$ cat src/rtl/mips_mdu_pkg.sv
// mdu_pkg: shared encodings, constants and helpers for the MIPS multiply/divide unit
package mdu_pkg;
  localparam logic [1:0] MD_MULT  = 2'b00;
  localparam logic [1:0] MD_MULTU = 2'b01;
  localparam logic [1:0] MD_DIV   = 2'b10;
  localparam logic [1:0] MD_DIVU  = 2'b11;
  localparam int DIV_ITERS = 32;
  typedef enum logic [1:0] {IDLE, MUL, DIV, FIX} state_e;
  function automatic logic [31:0] mag(input logic [31:0] x, input logic sgn);
    return (sgn && x[31]) ? -x : x;
  endfunction
endpackage

$ cat src/rtl/mips_mdu_if.sv
// mips_mdu_if: Execute/Decode-side bundle of the multiply/divide unit
//   master (core side) drives StartE/OpE/SrcAE/SrcBE/MtHiE/MtLoE/FlushE/MdUseD
//   slave (mips_mdu) drives Hi/Lo/Busy/StallMD
interface mips_mdu_if;
  logic        StartE;
  logic [1:0]  OpE;
  logic [31:0] SrcAE;
  logic [31:0] SrcBE;
  logic        MtHiE;
  logic        MtLoE;
  logic        FlushE;
  logic        MdUseD;
  logic [31:0] Hi;
  logic [31:0] Lo;
  logic        Busy;
  logic        StallMD;
  modport master (output StartE, OpE, SrcAE, SrcBE, MtHiE, MtLoE, FlushE, MdUseD,
                  input Hi, Lo, Busy, StallMD);
  modport slave (input StartE, OpE, SrcAE, SrcBE, MtHiE, MtLoE, FlushE, MdUseD,
                 output Hi, Lo, Busy, StallMD);
endinterface

$ cat src/rtl/mips_mdu_div_core.sv
// mdu_div_core: iterative restoring divider on magnitudes, one quotient bit per step
//   load_i captures dividend_i/divisor_i; step_i runs one iteration
//   quot_o/rem_o are the magnitude results; done_o flags the final iteration
module mdu_div_core
  import mdu_pkg::*;
(
  input  logic        clk,
  input  logic        rst_n,
  input  logic        load_i,
  input  logic        step_i,
  input  logic [31:0] dividend_i,
  input  logic [31:0] divisor_i,
  output logic [31:0] quot_o,
  output logic [31:0] rem_o,
  output logic        done_o
);
  logic [31:0] q_q, r_q, d_q;
  logic [5:0]  cnt_q;
  logic [32:0] sh;
  logic        ge;
  // the dividend shifts out of q_q into the partial remainder while quotient bits shift in
  assign sh = {r_q, q_q[31]};
  assign ge = sh >= {1'b0, d_q};
  assign quot_o = q_q;
  assign rem_o  = r_q;
  assign done_o = cnt_q == 6'd1;
  always_ff @(posedge clk or negedge rst_n)
    if (!rst_n) begin
      q_q   <= '0;
      r_q   <= '0;
      d_q   <= '0;
      cnt_q <= '0;
    end else if (load_i) begin
      q_q   <= dividend_i;
      r_q   <= '0;
      d_q   <= divisor_i;
      cnt_q <= 6'(DIV_ITERS);
    end else if (step_i && cnt_q != 6'd0) begin
      q_q   <= {q_q[30:0], ge};
      r_q   <= ge ? 32'(sh - {1'b0, d_q}) : sh[31:0];
      cnt_q <= cnt_q - 6'd1;
    end
endmodule

$ cat src/rtl/mips_mdu.sv
// mips_mdu: iterative MULT/MULTU/DIV/DIVU unit with HI/LO and MTHI/MTLO, stall requester
//   clk, rst_n (async active-low); mdu: mips_mdu_if.slave carrying Execute inputs,
//   MdUseD from Decode, and Hi/Lo/Busy/StallMD outputs
module mips_mdu
  import mdu_pkg::*;
#(
  parameter int MUL_LAT = 4
) (
  input logic       clk,
  input logic       rst_n,
  mips_mdu_if.slave mdu
);
  state_e      state_q;
  logic [1:0]  op_q;
  logic [31:0] a_q, b_q, hi_q, lo_q;
  logic        busy_q;
  logic [2:0]  cnt_q;
  logic        accept, mv, sa, sb, q_neg, r_neg, div_done;
  logic [63:0] ea, eb, prod;
  logic [31:0] quot, rem, fix_hi, fix_lo;
  assign accept = state_q == IDLE && mdu.StartE && !mdu.FlushE;
  // a move presented with an accepted start is dropped
  assign mv = state_q == IDLE && !mdu.FlushE && !mdu.StartE;
  assign sa = !op_q[0] && a_q[31];
  assign sb = !op_q[0] && b_q[31];
  assign ea = {{32{sa}}, a_q};
  assign eb = {{32{sb}}, b_q};
  assign prod = ea * eb;
  assign q_neg = !op_q[0] && (a_q[31] ^ b_q[31]);
  assign r_neg = !op_q[0] && a_q[31];
  // divide by zero bypasses sign fix-up: all-ones quotient, raw dividend as remainder
  assign fix_lo = b_q == 32'd0 ? '1 : q_neg ? -quot : quot;
  assign fix_hi = b_q == 32'd0 ? a_q : r_neg ? -rem : rem;
  assign mdu.Hi = hi_q;
  assign mdu.Lo = lo_q;
  assign mdu.Busy = busy_q;
  assign mdu.StallMD = busy_q && mdu.MdUseD;
  mdu_div_core u_div (
    .clk        (clk),
    .rst_n      (rst_n),
    .load_i     (accept && mdu.OpE[1]),
    .step_i     (state_q == DIV),
    .dividend_i (mag(mdu.SrcAE, !mdu.OpE[0])),
    .divisor_i  (mag(mdu.SrcBE, !mdu.OpE[0])),
    .quot_o     (quot),
    .rem_o      (rem),
    .done_o     (div_done)
  );
  always_ff @(posedge clk or negedge rst_n)
    if (!rst_n) begin
      state_q <= IDLE;
      op_q    <= '0;
      a_q     <= '0;
      b_q     <= '0;
      hi_q    <= '0;
      lo_q    <= '0;
      busy_q  <= 1'b0;
      cnt_q   <= '0;
    end else begin
      case (state_q)
        IDLE:
          if (accept) begin
            op_q    <= mdu.OpE;
            a_q     <= mdu.SrcAE;
            b_q     <= mdu.SrcBE;
            busy_q  <= 1'b1;
            cnt_q   <= 3'(MUL_LAT - 1);
            state_q <= mdu.OpE[1] ? DIV : MUL;
          end else if (mv) begin
            if (mdu.MtHiE) hi_q <= mdu.SrcAE;
            if (mdu.MtLoE) lo_q <= mdu.SrcAE;
          end
        MUL:
          if (cnt_q == 3'd0) begin
            hi_q    <= prod[63:32];
            lo_q    <= prod[31:0];
            busy_q  <= 1'b0;
            state_q <= IDLE;
          end else cnt_q <= cnt_q - 3'd1;
        DIV:
          if (div_done) state_q <= FIX;
        FIX: begin
          hi_q    <= fix_hi;
          lo_q    <= fix_lo;
          busy_q  <= 1'b0;
          state_q <= IDLE;
        end
      endcase
    end
endmodule

$ cat src/flat_wrapper.sv
// flat-port wrapper written by rule: the top's interface ports become plain ports
module mips_mdu_flat import mdu_pkg::*;
#(
  parameter int MUL_LAT = 4
)
  (clk, rst_n, mdu_StartE, mdu_OpE, mdu_SrcAE, mdu_SrcBE, mdu_MtHiE, mdu_MtLoE, mdu_FlushE, mdu_MdUseD, mdu_Hi, mdu_Lo, mdu_Busy, mdu_StallMD);
  mips_mdu_if mdu_i ();
  input logic clk;
  input logic rst_n;
  input wire logic [$bits(mdu_i.StartE)-1:0] mdu_StartE;
  input wire logic [$bits(mdu_i.OpE)-1:0] mdu_OpE;
  input wire logic [$bits(mdu_i.SrcAE)-1:0] mdu_SrcAE;
  input wire logic [$bits(mdu_i.SrcBE)-1:0] mdu_SrcBE;
  input wire logic [$bits(mdu_i.MtHiE)-1:0] mdu_MtHiE;
  input wire logic [$bits(mdu_i.MtLoE)-1:0] mdu_MtLoE;
  input wire logic [$bits(mdu_i.FlushE)-1:0] mdu_FlushE;
  input wire logic [$bits(mdu_i.MdUseD)-1:0] mdu_MdUseD;
  output wire logic [$bits(mdu_i.Hi)-1:0] mdu_Hi;
  output wire logic [$bits(mdu_i.Lo)-1:0] mdu_Lo;
  output wire logic [$bits(mdu_i.Busy)-1:0] mdu_Busy;
  output wire logic [$bits(mdu_i.StallMD)-1:0] mdu_StallMD;
  assign mdu_i.StartE = mdu_StartE;
  assign mdu_i.OpE = mdu_OpE;
  assign mdu_i.SrcAE = mdu_SrcAE;
  assign mdu_i.SrcBE = mdu_SrcBE;
  assign mdu_i.MtHiE = mdu_MtHiE;
  assign mdu_i.MtLoE = mdu_MtLoE;
  assign mdu_i.FlushE = mdu_FlushE;
  assign mdu_i.MdUseD = mdu_MdUseD;
  assign mdu_Hi = mdu_i.Hi;
  assign mdu_Lo = mdu_i.Lo;
  assign mdu_Busy = mdu_i.Busy;
  assign mdu_StallMD = mdu_i.StallMD;
  mips_mdu #(.MUL_LAT(MUL_LAT)) u_core (.clk(clk), .rst_n(rst_n), .mdu(mdu_i));
endmodule
$ cat config.mk
export PLATFORM = sky130hd
export DESIGN_NAME = mips_mdu_flat
export DESIGN_NICKNAME = d
export VERILOG_FILES = /design/src/rtl/mips_mdu_pkg.sv /design/src/rtl/mips_mdu_if.sv /design/src/rtl/mips_mdu_div_core.sv /design/src/rtl/mips_mdu.sv /design/src/flat_wrapper.sv
export SDC_FILE = /design/constraint.sdc
export NUM_CORES = 2
export LEC_CHECK = 0
export ABC_AREA = 1
export CORE_MARGIN = 4
export CORE_UTILIZATION = 55
export DETAILED_ROUTE_END_ITERATION = 12
export GPL_ROUTABILITY_DRIVEN = 0
export HOLD_SLACK_MARGIN = 0.06
export MAX_ROUTING_LAYER = met4
export PLACE_DENSITY = 0.73
export SLEW_MARGIN = 10
export SYNTH_ARGS = -nofsm -noshare
export SYNTH_HDL_FRONTEND = slang
export SYNTH_SLANG_ARGS = --single-unit
$ cat constraint.sdc
create_clock -name clk -period 10 [get_ports clk]
set_input_delay 1.5 -clock clk [delete_from_list [all_inputs] [get_ports clk]]
set_output_delay 1.5 -clock clk [all_outputs]
set_load 0.005 [all_outputs]
==> impl_metrics.tcl <==
set metrics [dict create \
    first_global_vias 51000 \
    antenna_left 0 \
    syn_nets 8837 \
    hpwl_um 149000 \
    r2r-end "u_core.mdu.Hi[23]" \
    die_area_um2 107000 \
    ys_seq_elements 237 \
    min_period_over_period 0.890 \
    clock_latency_ns 0.58 \
    reg2regPathDepth 25 \
    finalHoldViolations 0 \
    syn_avg_cell_area_um2 7.59 \
    synth_edf_count 0 \
    firstDrtPassIters 7 \
    syn_inst 7384 \
    dieWidth_um 327 \
    outcome "complete, no violations" \
    setup_viol 0 \
    cts_made_buffers 27 \
    drive_gt1_frac 0.0377 \
    worstPathArrival_ns 9.41 \
    via_per_inst 5.67 \
    final.min_clock_period_ns 8.90 \
    rrSetupSlack_ns 1.10 \
    coreArea_um2 101000 \
    start_kind "register" \
    drc_errors 0 \
    io_pins 139 \
    ys_seq_area_frac 0.106 \
    yosys_warnings 0 \
    htree_levels 1 \
    port_buffers 138 \
    ctsResizeCount 0 \
    final_nets 8762 \
    drt_wl_total_um 181000 \
    synthDistinctLibCells 56 \
    start_util 0.557 \
    grt_pass1_wl_um 284000 \
    tightest_slew_ns 1.28 \
    num_vias 49300 \
    rows 116 \
    clock_path_buffers 3 \
    path_clk_slew_ns 0.07 \
    grt_max_degree 142 \
    fin_ws_ns 1.10 \
    async_flop_share 1.00 \
    die_h_um 327 \
    min_from "u_core.cnt_q[0]" \
    cts_hold_buf 0 \
    dp_cells 8637 \
    crit_path_end_kind "register" \
    fmax_mhz 112 \
    antenna_found_initial 5 \
    maxSlewViolCount 0 \
    yosys.area.top_type_share 0.402 \
    syn_area_um2 56100 \
    crit_type "register to register" \
    drtIter0Drc 5366 \
    max-slew-margin-rel 0.147 \
    fin_skew_ns 0.0164 \
    post_cts_buffers 0 \
    stdcell_count 8695 \
    synthFlopType "dfrtp_1" \
    overflow 0 \
    area_growth_pct 6.39 \
    rsz0062_at_grt "false" \
    synth_largest_area_cell "fa_1" \
    holdPathStages 1 \
    critPathRequiredTime_ns 10.51 \
    cap_viol_max_count 0 \
    hp-class "register to register" \
    wl_per_cell_um 20.8 \
    cts-root-buf "clkbuf_16" \
    cp_max_fo 17 \
    tritoncts "yes" \
    reg2reg_from "u_core.a_q[31]" \
    min_to "u_core.cnt_q[0]" \
    grt_usage 0.353 \
    synth.top_cells.by_area "fa_1 (40%), inv_1 (13%), nand2_1 (12%)" \
    fin_tns_setup_ns 0 \
    post-place-ws_ns 1.46 \
    clock_sinks 237 \
]
==> layer usage <==
layer,up-vias,GRT usage,routed length (µm)
li1,21500,-,-
met2,2922,0.550,82600
met1,24100,0.435,66100
met5,-,-,0
met4,0,0.190,12300
met3,727,0.0744,20100
==> cells in the mapped netlist (20+ instances only) <==
cell type  number
a21oi_1       232
a31oi_1        20
buf_2          24
clkbuf_1      322
dfrtp_1       237
fa_1         1126
ha_1          254
inv_1        1899
nand2_1      1789
nand3_1       253
nand4_1        68
nor2_1        394
nor3_1         55
o211ai_1       20
o21ai_0       301
o21ai_1        63
o221ai_1       25
or2_2          41
xnor2_1        25
xor2_1         63
==> per-stage QoR <==
| stage | instance area [µm²] | hold slack (ns) | util |
|---|---|---|---|
| 6_report | 59700 | 0.475 | 0.593 |
| 5_1_grt | 59600 | 0.501 | 0.593 |
| 4_1_cts | 59600 | 0.471 | 0.593 |
| 3_5_place_dp | 58700 | 0.466 | 0.583 |
| 3_3_place_gp | 58700 | 0.464 | 0.583 |
| 2_1_floorplan | 56100 | 0.445 | - |
==> sequential cells by signal, indices dropped and copies added, names as in the netlist <==
register,cells
u_core.op_q,1
u_core.u_div.quot_o,32
u_core.mdu.Hi,32
u_core.u_div.cnt_q,6
u_core.mdu.Busy,1
u_core.u_div.d_q,32
u_core.state_q,2
u_core.a_q,32
u_core.b_q,32
u_core.u_div.rem_o,32
u_core.cnt_q,3
u_core.mdu.Lo,32
==> layout make-up <==
type	instances	area (µm²)
multi-input cells	4872	41600
clock inverters	6	109
diodes	9	22.5
repair buffers	253	2290
well taps	1357	1700
flip-flops and latches	237	5930
fillers	9024	40900
inverters	1918	7200
clock buffers	43	846
==> worst max-delay path: stages (launching register included) <==
cell and delay (ns):
dfrtp_1 0.90, nand2_1 0.23, nor2_1 0.25, fa_1 0.45, inv_1 0.24, fa_1 0.50, inv_1 0.20, fa_1 0.50
fa_1 0.91, inv_1 0.36, fa_1 0.57, inv_1 0.06, fa_1 0.53, inv_1 0.05, fa_1 0.45, fa_1 0.49
inv_1 0.04, ha_1 0.37, nand2_1 0.15, nor2_1 0.21, nand2_1 0.19, nor2_1 0.30, o21ai_0 0.28, nand4_1 0.16
nand3_1 0.22, a21boi_1 0.21
==> cell families (layout without fill, tap and decap cells) <==
logic type                 Yosys count  count (layout)  synth area share
other                                0               9                 0
adders and majority gates         1380            1380             0.459
and+or+nand+nor                   2649            2649             0.192
buffers and inverters             2275            2220             0.154
DFF                                237             237             0.106
xor gates and xnor gates            88              88            0.0137
AOI/OAI and AO/OA                  755             755            0.0760
==> how the worst max path moves through the flow <==
| stage | startpoint | to | cells past startpoint |
|---|---|---|---|
| 5_1_grt | u_core.a_q[31] | u_core.mdu.Hi[23] | 25 |
| 3_5_place_dp | u_core.a_q[31] | u_core.mdu.Hi[23] | 25 |
| 2_1_floorplan | u_core.a_q[31] | u_core.mdu.Hi[27] | 30 |
| 4_1_cts | u_core.a_q[31] | u_core.mdu.Hi[23] | 25 |
| 3_3_place_gp | u_core.a_q[31] | u_core.mdu.Hi[23] | 25 |
| 6_report | u_core.a_q[31] | u_core.mdu.Hi[23] | 25 |
==> placed cells by master, fill, tap and decap left out, types with 8 or more instances in the layout <==
cell type | netlist | layout
inv_1 | 1899 | 1899
nand2_1 | 1789 | 1787
fa_1 | 1126 | 1126
nor2_1 | 394 | 392
o21ai_0 | 301 | 301
ha_1 | 254 | 254
nand3_1 | 253 | 253
dfrtp_1 | 237 | 235
a21oi_1 | 232 | 232
clkdlybuf4s50_1 | 0 | 137
buf_4 | 0 | 112
nand4_1 | 68 | 68
o21ai_1 | 63 | 63
xor2_1 | 63 | 63
nor3_1 | 55 | 55
or2_2 | 41 | 41
clkbuf_16 | 0 | 27
o221ai_1 | 25 | 25
xnor2_1 | 25 | 25
o211ai_1 | 20 | 20
a31oi_1 | 20 | 20
inv_2 | 18 | 18
a21boi_1 | 18 | 18
nor4_1 | 17 | 17
o21bai_1 | 15 | 15
clkbuf_8 | 0 | 11
diode_2 | 0 | 9
a21oi_2 | 11 | 9
nor2_2 | 7 | 8
Power is not shown: default switching activity piles up to over one toggle a cycle in this logic, so the estimate is an artifact.
